==> config.mk <==
export PLATFORM = sky130hd
export DESIGN_NAME = ctrl_ext_exmem
export DESIGN_NICKNAME = d
export VERILOG_FILES = /design/src/rtl/ctrl_ext_exmem_pkg.sv /design/src/rtl/exmem_reg.sv /design/src/rtl/ctrl_ext_exmem.sv
export SDC_FILE = /design/constraint.sdc
export NUM_CORES = 1
export LEC_CHECK = 0
export CAP_MARGIN = 20
export CORE_MARGIN = 10
export CORE_UTILIZATION = 39
export CTS_CLUSTER_DIAMETER = 150
export DETAILED_ROUTE_END_ITERATION = 10
export GPL_ROUTABILITY_DRIVEN = 1
export PLACE_DENSITY = 0.88
export REMOVE_ABC_BUFFERS = 1
export SLEW_MARGIN = 20
export SYNTH_ARGS = -nofsm -noshare
export SYNTH_HDL_FRONTEND = slang
export SYNTH_SLANG_ARGS = --single-unit
==> constraint.sdc <==
create_clock -name clk -period 7.15 [get_ports clk]
set_input_delay 1.0725 -clock clk [delete_from_list [all_inputs] [get_ports clk]]
set_output_delay 1.0725 -clock clk [all_outputs]
set_load 0.03 [all_outputs]
==> src/rtl/ctrl_ext_exmem_pkg.sv <==
// Shared definitions for the ID-stage decoder/extender and the EX/MEM register.
// Contents: MIPS opcode/funct values, extender and ALU op encodings, and the
// bit positions of the packed control bundle {jump, branch, mem_read,
// mem_to_reg, mem_write, reg_write}.
package ctrl_pkg;

    localparam logic [5:0] OP_RTYPE = 6'b000000;
    localparam logic [5:0] OP_ADDI  = 6'b001000;
    localparam logic [5:0] OP_ADDIU = 6'b001001;
    localparam logic [5:0] OP_ANDI  = 6'b001100;
    localparam logic [5:0] OP_ORI   = 6'b001101;
    localparam logic [5:0] OP_LUI   = 6'b001111;
    localparam logic [5:0] OP_LW    = 6'b100011;
    localparam logic [5:0] OP_SW    = 6'b101011;
    localparam logic [5:0] OP_BEQ   = 6'b000100;
    localparam logic [5:0] OP_J     = 6'b000010;

    localparam logic [5:0] FN_ADD   = 6'b100000;
    localparam logic [5:0] FN_ADDU  = 6'b100001;
    localparam logic [5:0] FN_SUB   = 6'b100010;
    localparam logic [5:0] FN_SUBU  = 6'b100011;
    localparam logic [5:0] FN_AND   = 6'b100100;
    localparam logic [5:0] FN_OR    = 6'b100101;
    localparam logic [5:0] FN_SLT   = 6'b101010;

    typedef enum logic [1:0] {
        EXT_ZERO  = 2'b00,
        EXT_SIGN  = 2'b01,
        EXT_UPPER = 2'b10,
        EXT_ZERO2 = 2'b11
    } ext_op_e;

    typedef enum logic [3:0] {
        ALU_NOP = 4'd0,
        ALU_ADD = 4'd1,
        ALU_SUB = 4'd2,
        ALU_AND = 4'd3,
        ALU_OR  = 4'd4,
        ALU_SLT = 4'd5
    } alu_op_e;

    localparam int CTRL_W          = 6;
    localparam int CTRL_JUMP       = 5;
    localparam int CTRL_BRANCH     = 4;
    localparam int CTRL_MEM_READ   = 3;
    localparam int CTRL_MEM_TO_REG = 2;
    localparam int CTRL_MEM_WRITE  = 1;
    localparam int CTRL_REG_WRITE  = 0;

endpackage

==> src/rtl/exmem_reg.sv <==
// EX/MEM pipeline register.
// Ports: clk, rst (sync, active-high), flush (sync clear), wr (load enable),
// in_* (EX-stage values), and the registered copies pc, reg_dst, alu_result,
// zero, store_data, ctrl. Priority: rst, then flush, then wr, else hold.
module exmem_reg
    import ctrl_pkg::*;
#(
    parameter int PC_W = 30
) (
    input  logic              clk,
    input  logic              rst,
    input  logic              flush,
    input  logic              wr,
    input  logic [PC_W-1:0]   in_pc,
    input  logic [4:0]        in_reg_dst,
    input  logic [31:0]       in_alu_result,
    input  logic              in_zero,
    input  logic [31:0]       in_store_data,
    input  logic [CTRL_W-1:0] in_ctrl,
    output logic [PC_W-1:0]   pc,
    output logic [4:0]        reg_dst,
    output logic [31:0]       alu_result,
    output logic              zero,
    output logic [31:0]       store_data,
    output logic [CTRL_W-1:0] ctrl
);

    logic [PC_W-1:0]   pc_q;
    logic [4:0]        reg_dst_q;
    logic [31:0]       alu_result_q;
    logic              zero_q;
    logic [31:0]       store_data_q;
    logic [CTRL_W-1:0] ctrl_q;

    // Flush produces exactly the reset state so a squashed slot is a clean bubble.
    always_ff @(posedge clk) begin
        if (rst || flush) begin
            pc_q         <= '0;
            reg_dst_q    <= '0;
            alu_result_q <= '0;
            zero_q       <= 1'b0;
            store_data_q <= '0;
            ctrl_q       <= '0;
        end else if (wr) begin
            pc_q         <= in_pc;
            reg_dst_q    <= in_reg_dst;
            alu_result_q <= in_alu_result;
            zero_q       <= in_zero;
            store_data_q <= in_store_data;
            ctrl_q       <= in_ctrl;
        end
    end

    assign pc         = pc_q;
    assign reg_dst    = reg_dst_q;
    assign alu_result = alu_result_q;
    assign zero       = zero_q;
    assign store_data = store_data_q;
    assign ctrl       = ctrl_q;

endmodule

==> src/rtl/ctrl_ext_exmem.sv <==
// ID-stage control decoder + immediate extender, and the EX/MEM register.
// Ports: opcode/funct/imm16 in -> c_* controls, ext_op, alu_op, imm32 out
// (combinational); clk/rst/flush/wr and in_* -> registered pc, reg_dst,
// alu_result, zero, store_data, ctrl, plus pc_go for the IF-stage PC mux.
module ctrl_ext_exmem
    import ctrl_pkg::*;
#(
    parameter int PC_W = 30
) (
    input  logic              clk,
    input  logic              rst,
    input  logic              flush,
    input  logic              wr,
    input  logic [5:0]        opcode,
    input  logic [5:0]        funct,
    input  logic [15:0]       imm16,
    output logic              c_jump,
    output logic              c_reg_dst,
    output logic              c_branch,
    output logic              c_mem_read,
    output logic              c_mem_to_reg,
    output logic              c_mem_write,
    output logic              c_reg_write,
    output logic              c_alu_src,
    output logic [1:0]        ext_op,
    output logic [3:0]        alu_op,
    output logic [31:0]       imm32,
    input  logic [PC_W-1:0]   in_pc,
    input  logic [4:0]        in_reg_dst,
    input  logic [31:0]       in_alu_result,
    input  logic              in_zero,
    input  logic [31:0]       in_store_data,
    input  logic [CTRL_W-1:0] in_ctrl,
    output logic [PC_W-1:0]   pc,
    output logic [4:0]        reg_dst,
    output logic [31:0]       alu_result,
    output logic              zero,
    output logic [31:0]       store_data,
    output logic [CTRL_W-1:0] ctrl,
    output logic              pc_go
);

    always_comb begin
        c_jump       = 1'b0;
        c_reg_dst    = 1'b0;
        c_branch     = 1'b0;
        c_mem_read   = 1'b0;
        c_mem_to_reg = 1'b0;
        c_mem_write  = 1'b0;
        c_reg_write  = 1'b0;
        c_alu_src    = 1'b0;
        ext_op       = EXT_ZERO;
        alu_op       = ALU_NOP;
        case (opcode)
            OP_RTYPE: begin
                // Unlisted functs (incl. sll/nop) stay an all-zero bubble.
                case (funct)
                    FN_ADD, FN_ADDU: begin c_reg_dst = 1'b1; c_reg_write = 1'b1; alu_op = ALU_ADD; end
                    FN_SUB, FN_SUBU: begin c_reg_dst = 1'b1; c_reg_write = 1'b1; alu_op = ALU_SUB; end
                    FN_AND:          begin c_reg_dst = 1'b1; c_reg_write = 1'b1; alu_op = ALU_AND; end
                    FN_OR:           begin c_reg_dst = 1'b1; c_reg_write = 1'b1; alu_op = ALU_OR;  end
                    FN_SLT:          begin c_reg_dst = 1'b1; c_reg_write = 1'b1; alu_op = ALU_SLT; end
                    default: ;
                endcase
            end
            OP_ADDI, OP_ADDIU: begin
                c_reg_write = 1'b1; c_alu_src = 1'b1; ext_op = EXT_SIGN; alu_op = ALU_ADD;
            end
            OP_ANDI: begin
                c_reg_write = 1'b1; c_alu_src = 1'b1; ext_op = EXT_ZERO; alu_op = ALU_AND;
            end
            OP_ORI: begin
                c_reg_write = 1'b1; c_alu_src = 1'b1; ext_op = EXT_ZERO; alu_op = ALU_OR;
            end
            OP_LUI: begin
                // rs is $0 for lui, so ADD passes the shifted immediate through.
                c_reg_write = 1'b1; c_alu_src = 1'b1; ext_op = EXT_UPPER; alu_op = ALU_ADD;
            end
            OP_LW: begin
                c_mem_read = 1'b1; c_mem_to_reg = 1'b1; c_reg_write = 1'b1; c_alu_src = 1'b1;
                ext_op = EXT_SIGN; alu_op = ALU_ADD;
            end
            OP_SW: begin
                c_mem_write = 1'b1; c_alu_src = 1'b1; ext_op = EXT_SIGN; alu_op = ALU_ADD;
            end
            OP_BEQ: begin
                c_branch = 1'b1; ext_op = EXT_SIGN; alu_op = ALU_SUB;
            end
            OP_J: begin
                c_jump = 1'b1;
            end
            default: ;
        endcase
    end

    always_comb begin
        case (ext_op_e'(ext_op))
            EXT_SIGN:  imm32 = {{16{imm16[15]}}, imm16};
            EXT_UPPER: imm32 = {imm16, 16'h0000};
            default:   imm32 = {16'h0000, imm16};
        endcase
    end

    exmem_reg #(
        .PC_W (PC_W)
    ) u_exmem_reg (
        .clk           (clk),
        .rst           (rst),
        .flush         (flush),
        .wr            (wr),
        .in_pc         (in_pc),
        .in_reg_dst    (in_reg_dst),
        .in_alu_result (in_alu_result),
        .in_zero       (in_zero),
        .in_store_data (in_store_data),
        .in_ctrl       (in_ctrl),
        .pc            (pc),
        .reg_dst       (reg_dst),
        .alu_result    (alu_result),
        .zero          (zero),
        .store_data    (store_data),
        .ctrl          (ctrl)
    );

    // Redirect is decided in MEM from registered fields only.
    assign pc_go = (ctrl[CTRL_BRANCH] & zero) | ctrl[CTRL_JUMP];

endmodule

# --- Word-level counts from Yosys, hierarchy flattened ---
# Cells that the tools add are included.
totals:
  register_bits: 106
  in_bits: 138
  output_inout_bits: 153
  word_cells: 47
classes:
  eq_ne: 18
  muxes: 12
  bitwise_logic: 2
  reduce_logical: 9
ops:
  columns: ["cell", "count"]
  rows:
  - ["$pmux 32 s2", 1]
  - ["$eq 6x6->1 const B", 9]
  - ["$eq 6x4->1 const B", 5]
  - ["$pmux 3 s5", 2]
  - ["$reduce_or 7->1", 2]
  - ["$reduce_or 5->1", 2]
  - ["$mux 1", 7]
  - ["$eq 6x2->1 const B", 1]
  - ["$eq 6x3->1 const B", 1]
  - ["$logic_not 6->1", 1]
  - ["$reduce_or 6->1", 1]
  - ["$pmux 2 s2", 1]
  - ["$reduce_or 2->1", 2]
  - ["$eq 2x1->1 const B", 1]
  - ["$eq 2x2->1 const B", 1]
  - ["$pmux 1 s2", 1]
  - ["$and 1x1->1", 1]
  - ["$logic_or 1x1->1", 1]
  - ["$or 1x1->1", 1]

# --- Depth between registers and ports, before layout ---
logic_depth:
  depth_word: 5
  ltp_mapped: 10
  mapped_depth_nobuf: 7

# --- Cells and area by module ---
# From an unflattened synthesis, not the netlist that was laid out.
hier_totals:
  cells_unflattened: 461
  hier_area_um2: 4474.3
modules_own_cells:
  columns: ["mod", "instances", "cells_each", "area_per_inst_um2", "seq_area_each_um2"]
  rows:
  - ["exmem_reg", 1, 343, 3768.6, 2122.0]
  - ["ctrl_ext_exmem", 1, 118, 705.7, 0.0]

# --- Worst setup path before layout ---
# OpenSTA, ideal clock, no wires.
synth_timing:
  path_kind: "input -> output"
  startpoint: "input opcode[0]"
  endpoint: "output imm32[31]"
  arrival_ns: 2.984
  required_ns: 6.077
  path_slack_ns: 3.093
  stages: 8
  n_path_buf: 2
  cell_sequence: "buf_6 nor2_4 mux2i_1 or3_4 a21oi_1 ha_1 clkbuf_1 nor3b_1"
synth_between:
  elab_chain_len: 5
  elab_cells_between_ends: 11
  classes_between: "eq/ne: 8; mux: 2; reduce/logical: 1"
synth_rtl:
  columns: ["item", "line", "rtl"]
  rows:
  - ["from (decl)", "ctrl_ext_exmem.sv:14", "input logic [5:0] opcode,"]
  - ["$eq 6x3->1 (tied with other cells)", "ctrl_ext_exmem.sv:54", "case (opcode)"]
  - ["$reduce_or 5->1 (no source line)", null, null]
  - ["$pmux 2 s2 (*)", "ctrl_ext_exmem.sv:54", null]
  - ["$eq 2x2->1 or $eq 2x1->1 (tied branches)", "ctrl_ext_exmem.sv:97", "case (ext_op_e'(ext_op))"]
  - ["$pmux 32 s2 (*)", "ctrl_ext_exmem.sv:97", null]
  - ["to (decl)", "ctrl_ext_exmem.sv:27", "output logic [31:0] imm32,"]
# Every way passes the cells marked *; elsewhere a longest branch is shown, timed or not.

# --- Final worst setup path ---
layout_timing:
  startpoint: "input opcode[2]"
  endpoint: "output imm32[10]"
# Same word-level chain as after synthesis.

==> metrics.txt <==
maxcap violations=0; via count=4,368; Logic pwr share=0.209; Hold Crit Class=register to register; area of the core=11,000 sq um; power per cell area=between 150 and 200 nW/um^2; Slowest-stage cell, CP=clkdlybuf4s50_1; share of layout cells above drive strength 1=0.0342; die area=~16,000 sq um; CTS clock-pin slew for the worst setup and hold paths=0.06 ns; antenna-violating nets left=0; Area contributors post-synth=dfxtp_1 (48%), mux2i_1 (24%), nor2_1 (9.7%); DR DRC count=0; synthesized area per cell=between 9 and 10 sq um; Cell Chain, Critical Path=clkdlybuf4s50_1, mux2i_1, or3_4, a21oi_1, ha_1, nor2_2, nor2b_1, clkdlybuf4s50_1; async set-reset flop share out of synthesis=0; ant diodes=0; Synth cell types=38; clock share of power=0.348; Max transition margin=0.282; register area=2120 sq um; NumNets Final=slightly below 900; post-synthesis cell count=461; Sink Count=106; sw frac=0.258; All-Layer GR Usage=0.210; Core Rows=38; clock tree buffer depth=2; post-synthesis sequential area ratio=0.479; HPWL Detailed=14.3 mm; Top delay family on crit path=buffers and inverters; critical path class=input port to output port; CP Launch Type=input port; final worst path period need=5.34 ns; Final period util=0.747; CTS tree=built; initial antenna violation count=0; Min Hold Slack=roughly 0.49 ns; number of flops mapped to enable cells by yosys=0; status=completed; cts repair resizes=0; vias in the first global route=about 4,600; static leakage=3.06 nW; TritonRoute pass-1 iters=5; Die H=127 um; CTS Buf Count=9; grt ovf=0; Buf/Inv on CP=2; Top Ports=291; worst vdd ir=0.147 mV; Crit. End Element=output port; Clk Latency, worst-skew pair=0.34 ns; WL per Instance=about 21 um; fillers=815; crit-path max cell delay=0.73 ns; Area growth syn-to-layout=71.7%; CTS root buffer=clkbuf_16; cell area after synthesis=4430 sq um; final hold violations=0; GPL Wtd Cong=0.985; sequential group share of total power=0.443; area leader, netlist=dfxtp_1; Initial Utilization=0.403; largest net degree at the start of global routing=107; most frequent CP cell=clkdlybuf4s50_1; Worst Max-Slew Pin Slew=1.08 ns; Synth Flop Type=dfxtp_1; first-pass GRT wire length=26.6 mm; htree depth=3; Die Wd=127 um; FMAX=187 MHz; yosys warns=0; vias per std cell=5.02; CP max FO=17; max-slew violation count=0; sw power=0.361 mW; Synth Register Bits=106; Buffers on Ports=289; Worst EP arrival=between 4 and 5 ns; Post-CTS Hold Buffers=0; RSZ-0062 raised after global routing=no; multi-input combinational cell area=2080 sq um; total power=between 1 and 1.5 mW; Cell Int Power=1.04 mW; Clock Skews=0 ns; 1st-iter DRT viols=roughly 180; post-synth top area share=0.479; TNS Setup=0 ns; WP data required=slightly above 6 ns; total length of routed wires=18.0 mm; setup repair bufs after CTS=0; Finish-stage setup viols=0
final cells by class:
cell class,count,share of cell area
inverter,2,0.000987
clock inverter,4,0.00691
timing repair buffer,291,0.384
tap,140,0.0230
sequential,106,0.279
clock buffer,11,0.0319
multi-input combinational,316,0.274
tightest hold or removal path, delay by kind of cell (launching register included):
family           cells  cell delay (ns)
flip-flops           1             0.32
multiplexers         1             0.06
AND/OR/NAND/NOR      1             0.07
worst paths after layout:
| path | slack, ns | from | cells after the start | endpoint |
|---|---|---|---|---|
| max reg2reg | 6.46 | u_exmem_reg.ctrl[4] | 2 | u_exmem_reg.ctrl[4] |
| min | 0.49 | u_exmem_reg.pc[12] | 2 | u_exmem_reg.pc[12] |
| min reg2reg | 0.49 | u_exmem_reg.pc[12] | 2 | u_exmem_reg.pc[12] |
| max | 1.81 | opcode[2] | 8 | imm32[10] |
metal layers:
layer,global-route usage,vias up,share of wire
met2,0.380,230,0.51
met4,0.0750,0,0.022
li1,-,2061,-
met1,0.194,2052,0.34
met5,0,-,0
met3,0.116,25,0.13
kinds of logic after synthesis:
family                     synth area share
and+or+nand+nor                       0.174
muxes                                 0.244
DFF                                   0.479
buffers and inverters                0.0514
AOI/OAI and AO/OA                    0.0418
adders and majority gates           0.00848
other                              0.000847
power by group through the flow:
stage / sequential, mW / clock, mW / combinational [mW]
after floorplan: 0.671 / 0 / 0.0832
final: 0.621 / 0.488 / 0.293
after CTS: 0.621 / 0.499 / 0.293
after global placement: 0.632 / 0 / 0.284
after global routing: 0.623 / 0.522 / 0.309
after detailed placement: 0.634 / 0 / 0.291
registers in the layout (all words and copies together), names as in the netlist:
name and count:
u_exmem_reg.ctrl 6, u_exmem_reg.alu_result 32, u_exmem_reg.zero 1, u_exmem_reg.pc 30, u_exmem_reg.reg_dst 5, u_exmem_reg.store_data 32
Yosys cell counts, types with 2 or more instances:
| library cell | number |
|---|---|
| nand2_1 | 18 |
| dfxtp_1 | 106 |
| ha_1 | 3 |
| a21oi_1 | 20 |
| clkbuf_1 | 11 |
| nor2b_1 | 17 |
| buf_4 | 7 |
| nor2_2 | 3 |
| buf_2 | 14 |
| mux2i_1 | 107 |
| a21o_1 | 3 |
| inv_1 | 2 |
| a31oi_1 | 2 |
| nor4_1 | 2 |
| nand3_1 | 3 |
| buf_6 | 5 |
| or2_1 | 3 |
| nor2_1 | 114 |
| nor3b_1 | 2 |
layout by cell type (no fill, tap or decap), types with 2 or more instances in the layout:
cell type and instances:
nor2_1 114, nand3_1 3, inv_1 2, a21o_1 3, ha_1 3, nor2b_1 17
nor4_1 2, clkdlybuf4s50_1 288, clkinv_4 2, dfxtp_1 106, nor3b_1 2, mux2i_1 107
nor2_2 3, clkbuf_16 9, a31oi_1 2, or2_1 2, nand2_1 18, a21oi_1 20
per-stage QoR:
stage	std cells	util	worst slack, ns	instance area (sq um)
CTS	869	0.690	1.84	7580
floorplan	424	-	3.14	4210
global route	870	0.692	1.60	7600
global placement	854	0.664	2.01	7290
finish	870	0.692	1.81	7600
detailed placement	854	0.664	1.84	7290
No activity file was read; power rests on OpenSTA's default activity.
